[config.mk]
export PLATFORM = sky130hd
export DESIGN_NAME = hex_digit_entry_flat
export DESIGN_NICKNAME = d
export VERILOG_FILES = /design/src/rtl/hex_digit_entry_pkg.sv /design/src/rtl/hex_digit_entry_if.sv /design/src/rtl/hex_digit_entry_key_edge_detect.sv /design/src/rtl/hex_digit_entry.sv /design/src/flat_wrapper.sv
export SDC_FILE = /design/constraint.sdc
export NUM_CORES = 1
export LEC_CHECK = 0
export CAP_MARGIN = 30
export CELL_PAD_IN_SITES_DETAIL_PLACEMENT = 0
export CELL_PAD_IN_SITES_GLOBAL_PLACEMENT = 1
export CORE_ASPECT_RATIO = 2
export CORE_UTILIZATION = 37
export DETAILED_ROUTE_END_ITERATION = 12
export GPL_ROUTABILITY_DRIVEN = 0
export GPL_TIMING_DRIVEN = 0
export PLACE_DENSITY_LB_ADDON = 0.15
export SLEW_MARGIN = 20
export SYNTH_ARGS = -nofsm -noshare
export SYNTH_HDL_FRONTEND = slang
export SYNTH_HIERARCHICAL = 1
export SYNTH_SLANG_ARGS = --single-unit
[constraint.sdc]
create_clock -name clock -period 1.9 [get_ports clock]
set_input_delay 0.285 -clock clock [delete_from_list [all_inputs] [get_ports clock]]
set_output_delay 0.285 -clock clock [all_outputs]
set_load 0.005 [all_outputs]
[src/rtl/hex_digit_entry_pkg.sv]
// Shared definitions for the hex digit entry block: digit width and FSM state encoding.
// Latency: n/a (constants and types only).
// Backpressure: n/a.
package hex_digit_entry_pkg;

    localparam int DIGIT_W = 4;

    localparam logic [1:0] ST_EMPTY  = 2'd0;
    localparam logic [1:0] ST_ENTRY  = 2'd1;
    localparam logic [1:0] ST_FULL   = 2'd2;
    localparam logic [1:0] ST_SUBMIT = 2'd3;

    typedef enum logic [1:0] {
        EMPTY  = ST_EMPTY,
        ENTRY  = ST_ENTRY,
        FULL   = ST_FULL,
        SUBMIT = ST_SUBMIT
    } state_t;

endpackage

[src/rtl/hex_digit_entry_if.sv]
// Bundle of key inputs and display/code outputs of the hex digit entry block.
// Latency: n/a (wires only).
// Backpressure: none; key events are one-shot and outputs are levels or strobes.
interface hex_digit_entry_if #(
    parameter int DISPLAYS = 6
);
    logic [3:0]                      digit_in;
    logic                            key_enter;
    logic                            key_delete;
    logic                            key_clear;
    logic                            key_submit;
    logic [4*DISPLAYS-1:0]           hex;
    logic [DISPLAYS-1:0]             blank;
    logic [$clog2(DISPLAYS+1)-1:0]   count;
    logic                            full;
    logic [4*DISPLAYS-1:0]           code;
    logic                            code_valid;

    modport master (
        output digit_in, key_enter, key_delete, key_clear, key_submit,
        input  hex, blank, count, full, code, code_valid
    );

    modport slave (
        input  digit_in, key_enter, key_delete, key_clear, key_submit,
        output hex, blank, count, full, code, code_valid
    );
endinterface

[src/rtl/hex_digit_entry_key_edge_detect.sv]
// Two-flop synchroniser plus rising-edge detect turning a raw key level into one event pulse.
// Latency: pulse is high in the cycle after the 2nd rising edge following the key rise.
// Backpressure: none; a held key produces a single pulse, never a repeat.
module key_edge_detect (
    input  logic clock,
    input  logic reset,
    input  logic key,
    output logic pulse
);

    logic sync1;
    logic sync2;
    logic prev;
    logic primed;
    logic armed;

    // Synchronise the key, remember the previous level, and only arm once the key has been seen
    // released after reset so a key held through reset never produces an event.
    always_ff @(posedge clock or negedge reset) begin
        if (!reset) begin
            sync1  <= 1'b0;
            sync2  <= 1'b0;
            prev   <= 1'b0;
            primed <= 1'b0;
            armed  <= 1'b0;
        end else begin
            sync1  <= key;
            sync2  <= sync1;
            prev   <= sync2;
            primed <= 1'b1;
            armed  <= armed | (primed & ~sync1 & ~sync2);
        end
    end

    assign pulse = sync2 & ~prev & armed;

endmodule

[src/rtl/hex_digit_entry.sv]
// Hex code entry: shifts switch digits into a display register, supports delete/clear/submit.
// Latency: outputs change on the 3rd rising clock edge after a raw key rises.
// Backpressure: none; events outside their legal states are silently dropped.
module hex_digit_entry
    import hex_digit_entry_pkg::*;
#(
    parameter int DISPLAYS = 6,
    parameter int HEX_MSB  = (4*DISPLAYS)-1
) (
    input  logic          clock,
    input  logic          reset,
    hex_digit_entry_if.slave bus
);

    localparam int CNT_W = $clog2(DISPLAYS+1);

    logic                ev_enter;
    logic                ev_delete;
    logic                ev_clear;
    logic                ev_submit;
    state_t              state;
    logic [HEX_MSB:0]    hex_q;
    logic [HEX_MSB:0]    code_q;
    logic [CNT_W-1:0]    count_q;
    logic                code_valid_q;
    logic [DISPLAYS-1:0] blank_c;

    key_edge_detect u_enter  (.clock(clock), .reset(reset), .key(bus.key_enter),  .pulse(ev_enter));
    key_edge_detect u_delete (.clock(clock), .reset(reset), .key(bus.key_delete), .pulse(ev_delete));
    key_edge_detect u_clear  (.clock(clock), .reset(reset), .key(bus.key_clear),  .pulse(ev_clear));
    key_edge_detect u_submit (.clock(clock), .reset(reset), .key(bus.key_submit), .pulse(ev_submit));

    // Entry FSM; one event per cycle with priority clear > submit > delete > enter.
    always_ff @(posedge clock or negedge reset) begin
        if (!reset) begin
            state        <= EMPTY;
            hex_q        <= '0;
            count_q      <= '0;
            code_q       <= '0;
            code_valid_q <= 1'b0;
        end else begin
            code_valid_q <= 1'b0;
            case (state)
                SUBMIT: begin
                    hex_q   <= '0;
                    count_q <= '0;
                    state   <= EMPTY;
                end
                default: begin
                    if (ev_clear) begin
                        hex_q   <= '0;
                        count_q <= '0;
                        state   <= EMPTY;
                    end else if (ev_submit) begin
                        if (state == FULL) begin
                            code_q       <= hex_q;
                            code_valid_q <= 1'b1;
                            state        <= SUBMIT;
                        end
                    end else if (ev_delete) begin
                        if (state != EMPTY) begin
                            hex_q   <= hex_q >> DIGIT_W;
                            count_q <= count_q - CNT_W'(1);
                            state   <= (count_q == CNT_W'(1)) ? EMPTY : ENTRY;
                        end
                    end else if (ev_enter) begin
                        if (state != FULL) begin
                            hex_q   <= {hex_q[HEX_MSB-DIGIT_W:0], bus.digit_in};
                            count_q <= count_q + CNT_W'(1);
                            state   <= (count_q == CNT_W'(DISPLAYS-1)) ? FULL : ENTRY;
                        end
                    end
                end
            endcase
        end
    end

    // Blank every digit position at or above the current fill level.
    always_comb begin
        blank_c = '0;
        for (int i = 0; i < DISPLAYS; i++) begin
            blank_c[i] = (i >= int'(count_q));
        end
    end

    assign bus.hex        = hex_q;
    assign bus.count      = count_q;
    assign bus.full       = (count_q == CNT_W'(DISPLAYS));
    assign bus.blank      = blank_c;
    assign bus.code       = code_q;
    assign bus.code_valid = code_valid_q;

endmodule

[src/flat_wrapper.sv]
// flat-port wrapper written by rule: the top's interface ports become plain ports
module hex_digit_entry_flat import hex_digit_entry_pkg::*;
#(
    parameter int DISPLAYS = 6,
    parameter int HEX_MSB  = (4*DISPLAYS)-1
)
  (clock, reset, bus_digit_in, bus_key_enter, bus_key_delete, bus_key_clear, bus_key_submit, bus_hex, bus_blank, bus_count, bus_full, bus_code, bus_code_valid);
  hex_digit_entry_if #(.DISPLAYS(DISPLAYS)) bus_i ();
  input  logic clock;
  input  logic reset;
  input wire logic [$bits(bus_i.digit_in)-1:0] bus_digit_in;
  input wire logic [$bits(bus_i.key_enter)-1:0] bus_key_enter;
  input wire logic [$bits(bus_i.key_delete)-1:0] bus_key_delete;
  input wire logic [$bits(bus_i.key_clear)-1:0] bus_key_clear;
  input wire logic [$bits(bus_i.key_submit)-1:0] bus_key_submit;
  output wire logic [$bits(bus_i.hex)-1:0] bus_hex;
  output wire logic [$bits(bus_i.blank)-1:0] bus_blank;
  output wire logic [$bits(bus_i.count)-1:0] bus_count;
  output wire logic [$bits(bus_i.full)-1:0] bus_full;
  output wire logic [$bits(bus_i.code)-1:0] bus_code;
  output wire logic [$bits(bus_i.code_valid)-1:0] bus_code_valid;
  assign bus_i.digit_in = bus_digit_in;
  assign bus_i.key_enter = bus_key_enter;
  assign bus_i.key_delete = bus_key_delete;
  assign bus_i.key_clear = bus_key_clear;
  assign bus_i.key_submit = bus_key_submit;
  assign bus_hex = bus_i.hex;
  assign bus_blank = bus_i.blank;
  assign bus_count = bus_i.count;
  assign bus_full = bus_i.full;
  assign bus_code = bus_i.code;
  assign bus_code_valid = bus_i.code_valid;
  hex_digit_entry #(.DISPLAYS(DISPLAYS), .HEX_MSB(HEX_MSB)) u_core (.clock(clock), .reset(reset), .bus(bus_i));
endmodule
# After elaboration in Yosys (flattened, before gate mapping)
# Cells that the tools add are included.
[word_totals]
regBits = 71
in_bits = 10
out_inout_bits = 59
wordCells = 110
[op_classes]
add_sub_neg = 2
magnitude_cmp = 6
eq_ne = 10
n_mux = 28
n_bitwise = 34
reduce_logical = 8
[ops]
columns = ["operator", "n"]
rows = [
  ["$mux W24", 7],
  ["$mux W3", 7],
  ["$mux W2", 9],
  ["$and A1 B1 Y1", 16],
  ["$not A1 Y1", 14],
  ["$reduce_and A4 Y1", 3],
  ["$reduce_bool A5 Y1", 2],
  ["$reduce_bool A4 Y1", 2],
  ["$eq A3 B3 Y1 const B", 2],
  ["$ge A1 B3 Y1 const A", 2],
  ["$ge A2 B3 Y1 const A", 2],
  ["$ge A3 B3 Y1 const A", 2],
  ["$mux W1", 5],
  ["$ne A5 B5 Y1 const B", 1],
  ["$eq A2 B2 Y1 const B", 2],
  ["$ne A4 B3 Y1 const B", 1],
  ["$ne A4 B4 Y1 const B", 1],
  ["$or A1 B1 Y1", 4],
  ["$add A3 B1 Y3 const B", 1],
  ["$eq A3 B1 Y1 const B", 1],
  ["$ne A3 B2 Y1 const B", 1],
  ["$sub A3 B1 Y3 const B", 1],
  ["$ne A2 B2 Y1 const B", 1],
  ["$reduce_bool A2 Y1", 1],
]

# Depth between registers and ports, before layout
[logic_depth]
ltp_word = 8
mapped_depth = 7
mapped_depth_nobuf = 5

# Modules after synthesis
# The synthesis kept the hierarchy.
[modules_own_cells]
columns = ["mod", "instances", "cells_each", "area_each_um2", "seq_area_each_um2"]
rows = [
  ["hex_digit_entry", 1, 207, 2718.9, 1351.3],
  ["key_edge_detect", 4, 10, 147.6, 125.1],
]

# Worst setup path after synthesis
# OpenSTA, ideal clock, no wires.
[synth_timing]
path_kind = "register to register"
start = "register u_core.state[1]"
end = "register u_core.hex_q[0], in the netlist u_core/bus.hex[0]"
setup_ps = 125
arrival_ps = 1675
required_ps = 1775
setup_slack_ps = 100
stages_incl_launch_ff = 6
path_buffers = 2
period_less_slack_ps = 1800
path_cell_list = "dfrtp_1 > buf_6 > or4b_4 > nand4_4 > buf_12 > mux2_4"
[synth_between]
elab_chain_len = 3
elab_cells_between_ends = 9
cone_classes = "eq/ne: 4; mux: 1; reduce/logical: 4"
[synth_rtl]
columns = ["item", "line_no", "rtl"]
rows = [
  ["from (decl)", "hex_digit_entry.sv:21", "state_t state;"],
  ["from (signal assigned)", "hex_digit_entry.sv:64", "state <= (count_q == CNT_W'(1)) ? EMPTY : ENTRY;"],
  ["from (signal assigned)", "hex_digit_entry.sv:70", "state <= (count_q == CNT_W'(DISPLAYS-1)) ? FULL : ENTRY;"],
  ["$eq A2 B2 Y1, or another cell as far along", "hex_digit_entry.sv:43", "case (state)"],
  ["$ne A4 B4 Y1 (no line), or another cell as far along", "--", ""],
  ["$reduce_and A4 Y1 (no line)", "--", ""],
  ["to (signal assigned)", "hex_digit_entry.sv:62", "hex_q <= hex_q >> DIGIT_W;"],
  ["to (signal assigned)", "hex_digit_entry.sv:68", "hex_q <= {hex_q[HEX_MSB-DIGIT_W:0], bus.digit_in};"],
  ["to (decl)", "hex_digit_entry.sv:22", "logic [HEX_MSB:0] hex_q;"],
]
# Several ways; a longest one is shown, not always the timed one.
# A chain may end at the register's enable or synchronous reset.

# Worst setup path in the final report
[layout_timing]
start = "register u_core.u_enter.sync2"
end = "register u_core.hex_q[10], in the netlist u_core/bus.hex[10]"
[layout_between]
elab_chain_len = 4
[layout_rtl]
columns = ["item", "line_no", "rtl"]
rows = [
  ["from (decl)", "hex_digit_entry_key_edge_detect.sv:12", "logic sync2;"],
  ["from (signal assigned)", "hex_digit_entry_key_edge_detect.sv:28", "sync2 <= sync1;"],
  ["$and A1 B1 Y1 (2 in a row)", "hex_digit_entry_key_edge_detect.sv:35", "assign pulse = sync2 & ~prev & armed;"],
  ["named net u_core.ev_enter", "hex_digit_entry.sv:17", "logic ev_enter;"],
  ["$reduce_bool A4 Y1 (no line)", "--", ""],
  ["$reduce_and A4 Y1 (no line)", "--", ""],
]
# The timed path passes the listed nets, and every way through them passes these cells.

==> impl_metrics.py <==
metrics = {
    "yosys": {
        "postSynthAreaPerCell_sq_um": 13.4,
        "synth_area_sq_mm": 0.00331,
        "synthFlopType": "dfrtp_1",
        "synth_fp_nets": 262,
        "yosysTopAreaCell": "dfrtp_1",
        "synth.yosys.warnings": 6,
        "syn_inst": 247,
        "seq_area_frac_synth_pct": 56.0,
        "synth_common_cells": "dfrtp_1, nor2_1, mux2_2",
        "synthTopCellsByArea": "dfrtp_1, mux2_2, mux2_4",
        "synth_edf_count": 0,
        "yosysMostFrequentCell": "dfrtp_1",
        "synth_top_area_share_pct": 56.0,
        "synth-seq-cells": 74,
        "synthDistinctLibCells": 31,
        "async_reset_ff_share_pct": 100,
    },
    "sta": {
        "timing.final.ws_setup_ns": 0.0340,
        "period_share_pct": 98.2,
        "clock.fmax_mhz": 536,
        "finalClockSkew_ns": 0.00250,
        "worst_hold_slack_ns": 0.375,
        "hold_viol_final": 0,
        "drv_slew": 0,
        "final.min_clock_period_ns": 1.87,
        "setup_viol": 0,
        "rsz0062_at_grt": "yes",
    },
    "clock_tree": {
        "clk_pin_slew_ns": 0.06,
        "clockRootBuffer": "clkbuf_16",
        "clk-insertion-delay-late_ns": 0.33,
        "h-tree-depth": 3,
        "clock_path_buffers": 2,
        "cts_buffers": 9,
        "tritoncts": "done",
        "clkSinkCount": 74,
    },
    "placed_design": {
        "dp_hpwl_um": 4950,
        "pre_cts_slack_ns": -0.367,
        "port-buffer-count": 68,
        "postPlaceCellArea_sq_mm": 0.00414,
    },
    "status": {
        "status": "complete, no violations",
    },
    "drt": {
        "drc": 0,
        "vias_per_cell": 4.88,
        "drtIter0Drc": 91,
        "antenna_left": 0,
        "first_pass_iters": 4,
        "finalWirelength_um": 7540,
        "vias": 2187,
        "wl_per_cell_um": 16.8,
    },
    "final_layout": {
        "syn2layout_area_growth_pct": 42.0,
        "multi_input_area_sq_mm": 0.00140,
        "fin_area_sq_mm": 0.00470,
        "drive_above_1_share_pct": 30.7,
        "regArea_sq_mm": 0.00185,
        "n_antenna_cell": 0,
        "layout.nets": 358,
        "n_fill_cell": 792,
    },
    "flow_run": {
        "drv_cap": 0,
    },
    "power": {
        "power.internal_mw": 4.38,
        "power_mw": 6.06,
        "leakagePower_nw": 2.21,
        "p_seq_share_pct": 36.8,
        "pwr-share-comb_pct": 31.3,
        "ir_drop_uv": 705,
        "clkPwrFrac_pct": 31.9,
        "switching_power_mw": 1.68,
        "p_per_area_mw_per_mm2": 1290,
        "swShare_pct": 27.7,
    },
    "setup_path": {
        "path_class": "reg2reg",
        "end_kind": "flip-flop",
        "required_ns": 2.11,
        "cp_max_fo": 9,
        "arrival_ns": 2.08,
        "startpoint_type": "flip-flop",
    },
    "floorplan": {
        "start_util_pct": 38.3,
        "rows": 48,
        "fp.dieH_um": 136,
        "dieArea_sq_mm": 0.00935,
        "core_area_sq_mm": 0.00865,
        "pin_count": 69,
        "die_w_um": 68.9,
    },
    "global_route": {
        "grt_max_degree": 48,
        "grt-ovfl-total": 0,
        "grt_use_total_pct": 18.1,
        "grt_pass1_wl_um": 11900,
        "antenna_found_initial": 0,
        "grt_pass1_vias": 2196,
    },
    "hold_path": {
        "min_path_type": "reg2reg",
    },
}
==> stage by stage <==
step | setup TNS (ns) | instances | utilization (%)
floorplan | 0 | 247 | -
global route | -0.301 | 448 | 54.4
detailed placement | -12.45 | 416 | 47.9
finish | 0 | 448 | 54.4
CTS | -0.184 | 446 | 54.1
global placement | -168.34 | 415 | 47.6
==> layer usage <==
layer,up-vias,GRT usage (%),part of all wire [%]
li1,1035,-,-
met1,1088,21.3,41
met2,56,29.9,54
met3,8,4.38,3.6
met4,0,8.62,1.9
met5,-,0,0
==> kinds of logic (layout without fill, tap and decap cells) <==
| logic type | count (synthesis) | in the layout | share of synthesized area [%] |
|---|---|---|---|
| xor+xnor | 2 | 2 | 0.529 |
| simple gates | 60 | 60 | 9.04 |
| compound gates | 12 | 12 | 2.95 |
| flops | 74 | 74 | 56.0 |
| mux | 73 | 73 | 25.8 |
| other cells | 4 | 4 | 0.454 |
| buf+inv | 17 | 118 | 3.36 |
| fa+ha+maj | 5 | 5 | 1.89 |
==> cell usage in the layout (no fill, tap or decap), drive strengths merged, types with 3 or more instances in the layout <==
master / count
bufinv: 3
a21o: 5
ha: 5
conb: 4
clkdlybuf4s50: 62
inv: 6
clkbuf: 12
buf: 27
mux2: 48
nor2: 35
nor3b: 4
mux2i: 25
dlygate4sd2: 4
dfrtp: 74
nand2: 10
==> path summary, 6_finish.rpt <==
kind	from	end	slack (ns)	cells past startpoint
min in group asynchronous	reset	u_core/u_delete/sync1$_DFF_PN0_	0.42	2
min reg2reg	u_core/u_delete/sync1$_DFF_PN0_	u_core/u_delete/sync2$_DFF_PN0_	0.37	0
max reg2reg	u_core/u_enter/sync2$_DFF_PN0_	u_core/bus.hex[10]$_DFFE_PN0P_	0.03	6
max	u_core/u_enter/sync2$_DFF_PN0_	u_core/bus.hex[10]$_DFFE_PN0P_	0.03	6
min	u_core/u_delete/sync1$_DFF_PN0_	u_core/u_delete/sync2$_DFF_PN0_	0.37	0
max in group asynchronous	reset	u_core/bus.count[0]$_DFFE_PN0P_	0.90	3
==> power groups by stage <==
stage | Combinational, mW | Clock, mW | Sequential, mW
6_report | 1.90 | 1.93 | 2.23
5_1_grt | 2.08 | 2.05 | 2.29
4_1_cts | 1.91 | 1.98 | 2.24
3_5_place_dp | 1.75 | 0 | 2.26
3_3_place_gp | 1.72 | 0 | 2.26
2_1_floorplan | 0.869 | 0 | 2.17
==> critical path, cell delays in order, from the launching register on <==
cell	delay (ns)
dfrtp_1	0.37
nand2_1	0.08
nor2_2	0.14
or4b_4	0.50
nand4_4	0.19
buf_12	0.17
mux2_4	0.30
==> layout make-up <==
| cell class | count | share of cell area, % |
|---|---|---|
| plain buffers | 10 | 1.94 |
| clock buffers | 10 | 4.87 |
| clock inverters | 6 | 2.42 |
| inverters | 5 | 0.399 |
| multi-input cells | 156 | 29.8 |
| flip-flops and latches | 74 | 39.4 |
| well taps | 100 | 2.66 |
| repair buffers | 87 | 18.5 |
==> state kept, by name, indices dropped and copies added (netlist names), 2 cells and up <==
name              cells
u_core/state          2
u_core/bus.count      3
u_core/bus.hex       24
u_core/bus.code      24
==> what timing repair did <==
item                                   CTS  global route
gates resized for setup                 28            12
endpoints found under the hold margin   27             0
buffers inserted                        13             5
setup endpoints to repair               50            42
cloned                                   1             0
hold buffers                             1             0
pin swaps                                1             2
(Power assumes the default switching activity.)
